## config.mk

```make
export PLATFORM = sky130hd
export DESIGN_NAME = shift_add_mult8
export DESIGN_NICKNAME = d
export VERILOG_FILES = /design/src/rtl/shift_add_mult_pkg.sv /design/src/rtl/adder8bit.sv /design/src/rtl/shift_add_mult8.sv
export SDC_FILE = /design/constraint.sdc
export NUM_CORES = 1
export LEC_CHECK = 0
export ABC_CLOCK_PERIOD_IN_PS = 3150
export BUFFER_PORTS_ARGS = -buffer_cell sky130_fd_sc_hd__buf_4
export CAP_MARGIN = 20
export CORE_MARGIN = 2
export CORE_UTILIZATION = 60
export CTS_BUF_LIST = sky130_fd_sc_hd__clkbuf_8 sky130_fd_sc_hd__clkbuf_16
export DETAILED_ROUTE_END_ITERATION = 8
export PLACE_DENSITY = 0.94
export SLEW_MARGIN = 20
export SYNTH_ARGS = -nofsm -noshare
export SYNTH_HDL_FRONTEND = slang
export SYNTH_SLANG_ARGS = --single-unit
export TNS_END_PERCENT = 1
```

## constraint.sdc

```tcl
create_clock -name clk -period 3.15 [get_ports clk]
set_input_delay 0.7875 -clock clk [delete_from_list [all_inputs] [get_ports clk]]
set_output_delay 0.7875 -clock clk [all_outputs]
set_load 0.01 [all_outputs]
```

## src/rtl/shift_add_mult_pkg.sv

```systemverilog
// Shared types and constants for the shift-and-add multiplier.
//   MULT_WIDTH   : operand width supported by the adder8bit-based datapath
//   mult_state_t : controller states
//   product_t    : 2*MULT_WIDTH partial-product / result vector
package shift_add_mult_pkg;

    localparam int unsigned MULT_WIDTH = 8;

    typedef enum logic [1:0] {
        IDLE = 2'd0,
        RUN  = 2'd1,
        DONE = 2'd2
    } mult_state_t;

    typedef logic [2*MULT_WIDTH-1:0] product_t;

endpackage

```

## src/rtl/adder8bit.sv

```systemverilog
// Combinational 8-bit ripple adder used by the arithmetic datapath.
// Ports:
//   a, b : 8-bit addends
//   cin  : carry in
//   sum  : 8-bit sum
//   cout : carry out
module adder8bit (
    input  logic [7:0] a,
    input  logic [7:0] b,
    input  logic       cin,
    output logic [7:0] sum,
    output logic       cout
);

    assign {cout, sum} = {1'b0, a} + {1'b0, b} + {8'd0, cin};

endmodule

```

## src/rtl/shift_add_mult8.sv

```systemverilog
// Sequential 8x8 unsigned shift-and-add multiplier built on adder8bit.
// One partial-product step per cycle; start/done handshake; product is
// registered and held until the next completion.
// Ports:
//   clk     : rising-edge clock
//   rst_n   : asynchronous active-low reset
//   start   : request, sampled only in IDLE
//   a, b    : multiplicand / multiplier, captured when start is accepted
//   busy    : high while in RUN
//   done    : one-cycle pulse when product is updated
//   product : registered a*b
// Optional build macro SHIFT_ADD_MULT_EARLY_TERM_EN: a zero operand skips RUN
// and completes with done one cycle after acceptance.
module shift_add_mult8
    import shift_add_mult_pkg::*;
#(
    parameter int unsigned WIDTH = MULT_WIDTH
) (
    input  logic               clk,
    input  logic               rst_n,
    input  logic               start,
    input  logic [WIDTH-1:0]   a,
    input  logic [WIDTH-1:0]   b,
    output logic               busy,
    output logic               done,
    output logic [2*WIDTH-1:0] product
);

    localparam int unsigned CNT_W = $clog2(WIDTH + 1);

    // The datapath is hard-wired to adder8bit, so no other width can work.
    if (WIDTH != MULT_WIDTH) begin : g_width_check
        $error("shift_add_mult8: WIDTH must be 8");
    end

    mult_state_t      state_q;
    logic [WIDTH-1:0] mcand_q;
    product_t         p_q;
    logic [CNT_W-1:0] cnt_q;

    logic [WIDTH-1:0] add_sum;
    logic             add_cout;
    product_t         p_next;

    adder8bit u_adder (
        .a    (p_q[2*WIDTH-1:WIDTH]),
        .b    (mcand_q),
        .cin  (1'b0),
        .sum  (add_sum),
        .cout (add_cout)
    );

    // Carry lands in the top bit, so the shift never loses precision.
    always_comb begin
        p_next = p_q;
        if (p_q[0]) begin
            p_next = {add_cout, add_sum, p_q[WIDTH-1:1]};
        end else begin
            p_next = {1'b0, p_q[2*WIDTH-1:WIDTH], p_q[WIDTH-1:1]};
        end
    end

    always_ff @(posedge clk or negedge rst_n) begin
        if (!rst_n) begin
            state_q <= IDLE;
            mcand_q <= '0;
            p_q     <= '0;
            cnt_q   <= '0;
            busy    <= 1'b0;
            done    <= 1'b0;
            product <= '0;
        end else begin
            case (state_q)
                IDLE: begin
                    done <= 1'b0;
                    if (start) begin
                        mcand_q <= a;
                        p_q     <= {{WIDTH{1'b0}}, b};
                        cnt_q   <= '0;
                        state_q <= RUN;
                        busy    <= 1'b1;
`ifdef SHIFT_ADD_MULT_EARLY_TERM_EN
                        // Zero operand: result is known, skip the step loop.
                        if (a == '0 || b == '0) begin
                            p_q     <= '0;
                            state_q <= DONE;
                            busy    <= 1'b0;
                            done    <= 1'b1;
                            product <= '0;
                        end
`endif
                    end
                end
                RUN: begin
                    p_q   <= p_next;
                    cnt_q <= cnt_q + CNT_W'(1);
                    if (cnt_q == CNT_W'(WIDTH - 1)) begin
                        state_q <= DONE;
                        busy    <= 1'b0;
                        done    <= 1'b1;
                        product <= p_next;
                    end
                end
                DONE: begin
                    done    <= 1'b0;
                    state_q <= IDLE;
                end
                default: begin
                    state_q <= IDLE;
                    busy    <= 1'b0;
                    done    <= 1'b0;
                end
            endcase
        end
    end

endmodule

```

==> key figures, run 1 <==
Status
  – Status: complete, no violations

Critical path
  – Crit path max fanout: 2
  – Worst setup EP type: register
  – Reg-to-reg endpoint: p_q[15]$_DFFE_PN0P_
  – Worst Reg-to-Reg Cells: 7
  – Worst EP arrival: 2.21 ns
  – Critical Path RT: 3.33 ns
  – CP endpoint: p_q[15]$_DFFE_PN0P_
  – Crit path kind: reg2reg
  – Worst r2r src: mcand_q[0]$_DFFE_PN0P_
  – Critical Path Source Type: register
  – Worst R2R Setup Slack: 1.11 ns
  – Crit path launch: mcand_q[0]$_DFFE_PN0P_

Timing
  – Fin. max-slew vios: 0
  – Worst-margin pin slew: 0.5856 ns
  – Clk_skew: 0.009705 ns
  – PnR worst setup slack: 1.111 ns
  – Hold violation count in the final report: 0
  – Max Freq: 0.4905 GHz
  – RSZ-0062 raised after global routing: no
  – Crit path time final: 2.039 ns
  – Headroom to the max-slew limit: 60.96%
  – Final setup violating endpoints: 0
  – Final worst-path cycle share: 64.72%
  – Total negative slack: 0 ns

Logic synthesis
  – Post-synth EDFFs: 0
  – Yosys top cell by area: dfrtp_1
  – Most common cell in the netlist: dfrtp_1
  – Yosys reg bits: 48
  – Post-synthesis cell count: 226
  – Yosys top cell area share: 52.55%
  – Top cells by count, synth: 48 x dfrtp_1, 42 x nand2_1, 29 x o21ai_0
  – Syn. warnings: 0
  – Ys flop type: dfrtp_1
  – Mapped Nets: 255
  – Synth top area cells: dfrtp_1 53%, nand2_1 6.9%, o21ai_0 6.3%
  – Synthesized area per cell: 10.11 µm²
  – Distinct cells, synth: 37
  – Sequential-to-total area share from yosys stat: 52.55%
  – Fraction of registers with async set/reset: 100.0%
  – Post-synthesis cell area: 2286 µm²

Global route
  – First-pass GRT wire length: 7976 µm
  – GRT overflow: 0
  – Vias in the first global route: 1729
  – Gr usage total: 24.81%
  – Largest net degree at the start of global routing: 49
  – Initial antenna violation count: 0

CTS
  – Clk buf depth: 2
  – # resized after CTS: 0
  – Post-CTS Hold Fix Bufs: 0
  – Setup bufs post-CTS: 0
  – Inserted Clock Buffers: 5
  – Worst-path clk slew: 0.09 ns
  – CTS sink count: 48
  – Clk root buf: clkbuf_8
  – H-tree Lvls: 2
  – Clk_lat worst skew: 0.31 ns
  – CTS tree: built

Cells and area
  – Final Net Count: 291
  – Area Overhead vs Synth: 18.94%
  – Final cell count without fillers: 311
  – Layout cells sized above 1: 22.43%
  – Finished Core Util: 74.27%
  – ANT cells: 0

Floorplan
  – Core ar.: 3661 µm²
  – Die width: 65.73 µm
  – Die H: 65.73 µm
  – I/O Pins: 37
  – Die area: 4320 µm²
  – Rows: 22
  – Initial Util: 62.44%

Power and ir drop
  – Total power: 2.884 mW
  – Leakage dissipation: 1.298 nW
  – VDD IR-drop max: 0.6280 mV
  – Power Dens Cells: 1061 nW/µm²

Drt
  – Detailed Routing Iterations Pass 1: 4
  – Antenna viol nets, final: 0
  – Total Routed Length: 4763 µm
  – WL/cell: 15.32 µm
  – Initial DRC Count: 128
  – Vias: 1798
  – Vias per cell: 5.781
  – Residual DRC count: 0

Placement
  – Dpl cells: 303
  – Setup WS pre-CTS: 1.134 ns
  – Hpwl dp: 3281 µm
  – Port Buf Inserts: 36
  – Final Wtd Congestion: 0.8010

Run
  – Max Cap Viol: 0

Min path
  – Class of the worst hold path: in2async
[placed cells by master, fill, tap and decap left out, types with 7 or more instances in the layout]
| master | count |
|---|---|
| a21oi_1 | 15 |
| dfrtp_1 | 48 |
| a22oi_1 | 7 |
| ha_1 | 9 |
| nor2b_1 | 10 |
| o21ai_0 | 29 |
| nand2_1 | 42 |
| buf_4 | 39 |
| mux2_2 | 8 |
| nor2_1 | 8 |
[power breakdown]
group | switching [mW] | internal, mW
Clock | 0.205 | 0.259
Sequential | 0.247 | 0.903
Combinational | 0.660 | 0.609
Total | 1.11 | 1.77
[flip-flops by register name, summed over array words and instances (netlist names)]
register	cells
p_q	16
done	1
state_q	2
busy	1
mcand_q	8
product	16
cnt_q	4
[area by class of cell]
| class | instances | area [µm²] |
|---|---|---|
| Inverter | 4 | 15.01 |
| Clock buffer | 6 | 82.58 |
| Multi-Input combinational cell | 164 | 1028 |
| Tap cell | 48 | 60.06 |
| Clock inverter | 2 | 38.79 |
| Fill cell | 258 | 942.2 |
| Timing Repair Buffer | 39 | 292.8 |
| Sequential cell | 48 | 1201 |
[kinds of logic (layout without fill, tap and decap cells)]
kind of cell	count (synthesis)	after routing	share of synthesized area, %
simple gates	71	71	14.12
compound gates	65	65	16.97
flops	48	48	52.55
mux	14	14	6.568
buf+inv	14	51	2.463
fa+ha+maj	10	10	5.802
xor+xnor	4	4	1.533
[how the worst min path moves through the flow]
stage	start	end	slack, ns	cells past startpoint
after floorplan	cnt_q[3]$_DFFE_PN0P_	cnt_q[3]$_DFFE_PN0P_	0.46	1
after global placement	product[0]$_DFFE_PN0P_	product[0]$_DFFE_PN0P_	0.46	2
after detailed placement	product[1]$_DFFE_PN0P_	product[1]$_DFFE_PN0P_	0.47	2
after CTS	rst_n	mcand_q[7]$_DFFE_PN0P_	0.49	1
after global routing	product[0]$_DFFE_PN0P_	product[0]$_DFFE_PN0P_	0.50	2
final	rst_n	mcand_q[5]$_DFFE_PN0P_	0.48	1
[stage by stage]
step           instance area (µm²)  hold WS [ns]
3_3_place_gp                  2597        0.4587
6_report                      2719        0.4768
2_1_floorplan                 2286        0.4585
3_5_place_dp                  2597        0.4688
5_1_grt                       2719        0.4987
4_1_cts                       2719        0.4905
[routing by layer]
metal / global-route usage (%) / vias to the layer above / routed length [µm] / part of all wire [%]
met5: 0 / - / 0 / 0
met4: 10.94 / 0 / 110 / 2.3
met3: 5.993 / 13 / 240 / 5.0
met2: 38.76 / 60 / 2338 / 49
met1: 32.99 / 861 / 2073 / 44
li1: - / 864 / - / -
[critical path, cell delays in order, from the launching register on]
cell and delay, ns:
dfrtp_1 0.39, ha_1 0.22, fa_1 0.41, a21o_2 0.22, a221oi_2 0.27, inv_1 0.08
a21oi_1 0.22, o31ai_1 0.09
Power figures use the tool's default switching activity.
==> run 2: changes to the inputs <==
- ABC_CLOCK_PERIOD_IN_PS: 3150 -> 1900
- CORE_UTILIZATION: 60 -> 56
- PLACE_DENSITY: 0.94 -> 0.89
- clock period: 3.15 -> 1.9 ns (I/O delays scaled with it)
==> key figures, run 2 (same netlist as run 1, synthesis figures left out) <==
Critical path
  – Worst setup EP type: register
  – Critical Path RT: 2.06 ns
  – Worst EP arrival: 2.12 ns
  – Critical Path Source Type: register
  – Crit path max fanout: 2
  – Crit path kind: reg2reg

Global route
  – First-pass GRT wire length: 7976 µm
  – Initial antenna violation count: 0
  – Met2 usage: 36.03%
  – Most Used Layer, Global Route: met2
  – Gr usage total: 23.15%
  – Vias in the first global route: 1672
  – GR Util met3: 3.783%
  – GRT overflow: 0
  – Met1 usage: 32.90%
  – Largest net degree at the start of global routing: 49

Drt
  – Total Routed Length: 4913 µm
  – Vias per cell: 5.597
  – Initial DRC Count: 163
  – Detailed Routing Iterations Pass 1: 4
  – Vias: 1791
  – Residual DRC count: 0
  – WL/cell: 15.35 µm
  – Antenna viol nets, final: 0

Timing
  – Final worst-path cycle share: 102.9%
  – Crit path time final: 1.955 ns
  – Total negative slack: -0.1041 ns
  – Fin. max-slew vios: 0
  – RSZ-0062 raised after global routing: yes
  – Clk_skew: 0.01029 ns
  – PnR worst setup slack: -0.05508 ns
  – Hold violation count in the final report: 0
  – Hold Slack: 0.1808 ns
  – Worst-margin pin slew: 0.6020 ns
  – Final setup violating endpoints: 2
  – Headroom to the max-slew limit: 59.87%
  – Max Freq: 0.5115 GHz

CTS
  – Inserted Clock Buffers: 5
  – Post-CTS Hold Fix Bufs: 0
  – Clk root buf: clkbuf_8
  – Worst-path clk slew: 0.09 ns
  – H-tree Lvls: 2
  – CTS tree: built
  – CTS sink count: 48
  – Clk_lat worst skew: 0.30 ns
  – Clk buf depth: 2

Floorplan
  – Die area: 4609 µm²
  – Die width: 67.89 µm
  – Rows: 23
  – I/O Pins: 37
  – Core ar.: 3971 µm²
  – Die H: 67.89 µm
  – Initial Util: 57.56%

Run
  – Max Cap Viol: 0

Status
  – Violated checks: negative setup slack
  – Status: complete, but fails checks

Min path
  – Class of the worst hold path: in2async

Placement
  – Final Wtd Congestion: 0.8241
  – Hpwl dp: 3154 µm
  – Port Buf Inserts: 36

Power and ir drop
  – Leakage dissipation: 1.324 nW
  – Total power: 4.775 mW
  – VDD IR-drop max: 0.7946 mV
  – Power Dens Cells: 1710 nW/µm²

Cells and area
  – Final Net Count: 299
  – Layout cells sized above 1: 26.67%
  – Regs by FF count: p_q: 16 flops, product: 16 flops, mcand_q: 8 flops
  – ANT cells: 0
  – Leading cell type in the layout, fill and taps excluded: dfrtp_1
  – Most frequent cells in the layout: 48 x dfrtp_1, 46 x buf_4, 42 x nand2_1
  – Area Overhead vs Synth: 22.17%
run 2: cell type report:
| class | instances | area (µm²) |
|---|---|---|
| clock buffer | 5 | 68.82 |
| sequential | 48 | 1201 |
| fill | 306 | 1179 |
| inverter | 4 | 15.01 |
| multi-input combinational | 164 | 1071 |
| clock inverter | 2 | 8.758 |
| tap | 50 | 62.56 |
| timing repair buffer | 47 | 365.4 |
run 2: critical path, cell delays in order, from the launching register on:
cell and delay, ns:
dfrtp_1 0.40, ha_2 0.20, fa_2 0.36, a21o_4 0.23, a221oi_4 0.24, xnor2_1 0.10, mux2i_1 0.20, o21ai_1 0.08
run 2: path summary, 6_finish.rpt:
| kind | slack [ns] | cells after the start | endpoint | start |
|---|---|---|---|---|
| max | -0.06 | 7 | p_q[13]$_DFFE_PN0P_ | mcand_q[0]$_DFFE_PN0P_ |
| max in group asynchronous | 1.32 | 1 | product[14]$_DFFE_PN0P_ | rst_n |
| min | 0.18 | 1 | mcand_q[3]$_DFFE_PN0P_ | rst_n |
| max reg2reg | -0.06 | 7 | p_q[13]$_DFFE_PN0P_ | mcand_q[0]$_DFFE_PN0P_ |
| min reg2reg | 0.48 | 2 | product[1]$_DFFE_PN0P_ | product[1]$_DFFE_PN0P_ |
| min in group clk | 0.40 | 2 | mcand_q[1]$_DFFE_PN0P_ | a[1] |
run 2: what timing repair did:
| item | CTS | global route |
|---|---|---|
| setup buffers | 1 | 1 |
| gates cloned | 0 | 0 |
| pin swaps | 1 | 3 |
| setup endpoints to repair | 8 | 10 |
| resized for setup | 6 | 6 |
run 2: per-layer routing:
metal / up-vias / routed length (µm)
li1: 879 / -
met1: 856 / 2238
met2: 47 / 2381
met3: 9 / 212
met4: 0 / 82
met5: - / 0
run 2: per-stage QoR:
| stage | worst slack (ns) | area (µm²) | utilization, % | cells |
|---|---|---|---|---|
| after floorplan | 0.03687 | 2286 | - | 226 |
| after global placement | -0.04799 | 2658 | 66.92 | 311 |
| after detailed placement | -0.1009 | 2658 | 66.92 | 311 |
| after CTS | -0.03674 | 2755 | 69.38 | 319 |
| after global routing | -0.1233 | 2793 | 70.32 | 320 |
| final | -0.05508 | 2793 | 70.32 | 320 |
run 2: power by group:
part,internal [mW],total (mW),switching (mW)
Clock,0.246,0.577,0.332
Sequential,1.50,1.87,0.373
Combinational,1.15,2.33,1.18
==> run 3: changes to the inputs <==
- CORE_UTILIZATION: 56 -> 34
- PLACE_DENSITY: 0.89 -> 0.63
==> key figures, run 3 (same netlist as run 1, synthesis figures left out) <==
Status
  – Status: complete, but fails checks
  – Violated checks: negative setup slack

Power and ir drop
  – Power Dens Cells: 1732 nW/µm²
  – Sequential share of power: 38.5%
  – Leakage dissipation: 1.336 nW
  – Sw Ratio: 37.43%
  – Comb power frac: 45.1%
  – VDD IR-drop max: 0.4289 mV
  – P_int: 3.080 mW
  – Net switching power: 1.843 mW
  – Clock share of power: 16.3%
  – Total power: 4.922 mW

Global route
  – GRT overflow: 0
  – Initial antenna violation count: 0
  – Gr usage total: 14.36%
  – Vias in the first global route: 1746
  – First-pass GRT wire length: 8266 µm
  – Largest net degree at the start of global routing: 49

CTS
  – CTS sink count: 48
  – H-tree Lvls: 2
  – Post-CTS Hold Fix Bufs: 0
  – Worst-path clk slew: 0.08 ns
  – Clk root buf: clkbuf_8
  – Clk buf depth: 2
  – Inserted Clock Buffers: 5
  – Clk_lat worst skew: 0.31 ns
  – Setup bufs post-CTS: 0
  – CTS tree: built

Floorplan
  – Die H: 86.00 µm
  – I/O Pins: 37
  – Initial Util: 35.59%
  – Die area: 7395 µm²
  – Die width: 86.00 µm
  – Core ar.: 6422 µm²
  – Rows: 29

Drt
  – Total Routed Length: 4887 µm
  – Residual DRC count: 0
  – WL/cell: 14.08 µm
  – Antenna viol nets, final: 0
  – Vias per cell: 5.124
  – Initial DRC Count: 94
  – Vias: 1778
  – Detailed Routing Iterations Pass 1: 4

Critical path
  – Critical Path Source Type: register
  – Critical Path RT: 2.07 ns
  – Crit path kind: reg2reg
  – Worst EP arrival: 2.09 ns
  – Worst setup EP type: register
  – Crit path max fanout: 2

Cells and area
  – Most frequent cells in the layout: 48 x dfrtp_1, 46 x buf_4, 42 x nand2_1
  – Layout fillers: 609
  – Leading cell type in the layout, fill and taps excluded: dfrtp_1
  – ANT cells: 0
  – Layout cells sized above 1: 25.93%
  – Area Overhead vs Synth: 24.36%
  – Final instance area: 2843 µm²
  – Final Net Count: 298
  – Regs by FF count: p_q: 16 flops, product: 16 flops, mcand_q: 8 flops
  – FF+latch area: 1201 µm²
  – Multi-input gate area: 1059 µm²

Timing
  – Final worst-path cycle share: 101.0%
  – Fin. max-slew vios: 0
  – Final setup violating endpoints: 2
  – Total negative slack: -0.02665 ns
  – RSZ-0062 raised after global routing: yes
  – Worst-margin pin slew: 0.5981 ns
  – Crit path time final: 1.919 ns
  – Max Freq: 0.5211 GHz
  – Clk_skew: 0.01031 ns
  – Headroom to the max-slew limit: 60.12%
  – Hold violation count in the final report: 0
  – PnR worst setup slack: -0.01897 ns

Min path
  – Class of the worst hold path: in2async

Placement
  – Area after DPL: 2686 µm²
  – Hpwl dp: 3378 µm
  – Port Buf Inserts: 36
  – Final Wtd Congestion: 0.7543

Run
  – Max Cap Viol: 0
## run 3: worst paths after layout
path | from | end | slack (ns) | depth (start not counted)
hold / removal | rst_n | mcand_q[5]$_DFFE_PN0P_ | 0.17 | 1
setup reg to reg | p_q[8]$_DFFE_PN0P_ | p_q[13]$_DFFE_PN0P_ | -0.02 | 7
min in group clk | a[4] | mcand_q[4]$_DFFE_PN0P_ | 0.40 | 2
setup / recovery | p_q[8]$_DFFE_PN0P_ | p_q[13]$_DFFE_PN0P_ | -0.02 | 7
hold reg to reg | product[5]$_DFFE_PN0P_ | product[5]$_DFFE_PN0P_ | 0.48 | 2
max in group asynchronous | rst_n | product[10]$_DFFE_PN0P_ | 1.32 | 1
## run 3: critical path, stage by stage (launching register included)
cell	delay, ns
dfrtp_1	0.39
ha_2	0.20
fa_2	0.36
a21o_4	0.23
a221oi_4	0.26
xnor2_1	0.10
mux2i_1	0.18
o21ai_1	0.08
## run 3: routing by layer
metal	wire length (µm)	vias to the layer above	global-route usage, %
met5	0	-	0
met4	109	0	6.349
met3	200	10	3.754
met2	2233	29	21.35
met1	2343	863	19.71
li1	-	876	-
## run 3: repair_timing
item / in CTS / in global routing
endpoints found under the setup margin: 8 / 10
cloned: 0 / 0
resized for setup: 6 / 3
pin swaps: 2 / 3
## run 3: layout make-up
class / count / share of cell area [%]
timing repair buffer: 46 / 12.15
clock inverter: 1 / 1.056
tap: 77 / 3.389
clock buffer: 7 / 3.389
multi-input combinational: 164 / 37.24
sequential: 48 / 42.25
inverter: 4 / 0.5282
## run 3: power by group through the flow
| stage | logic (mW) | clock network, mW | registers [mW] |
|---|---|---|---|
| 2_1_floorplan | 1.38 | 0 | 1.87 |
| 3_3_place_gp | 2.09 | 0 | 1.91 |
| 3_5_place_dp | 2.13 | 0 | 1.92 |
| 4_1_cts | 2.17 | 0.822 | 1.91 |
| 5_1_grt | 2.51 | 0.868 | 1.98 |
| 6_report | 2.22 | 0.804 | 1.90 |
## run 3: stage by stage
stage	setup WS [ns]	util [%]	hold WS, ns	instances
floorplan	0.03687	-	0.1794	226
global placement	-0.06943	41.83	0.4616	339
detailed placement	-0.1335	41.83	0.4655	339
CTS	-0.04648	43.99	0.1931	347
global route	-0.1713	44.26	0.2132	347
finish	-0.01897	44.26	0.1661	347
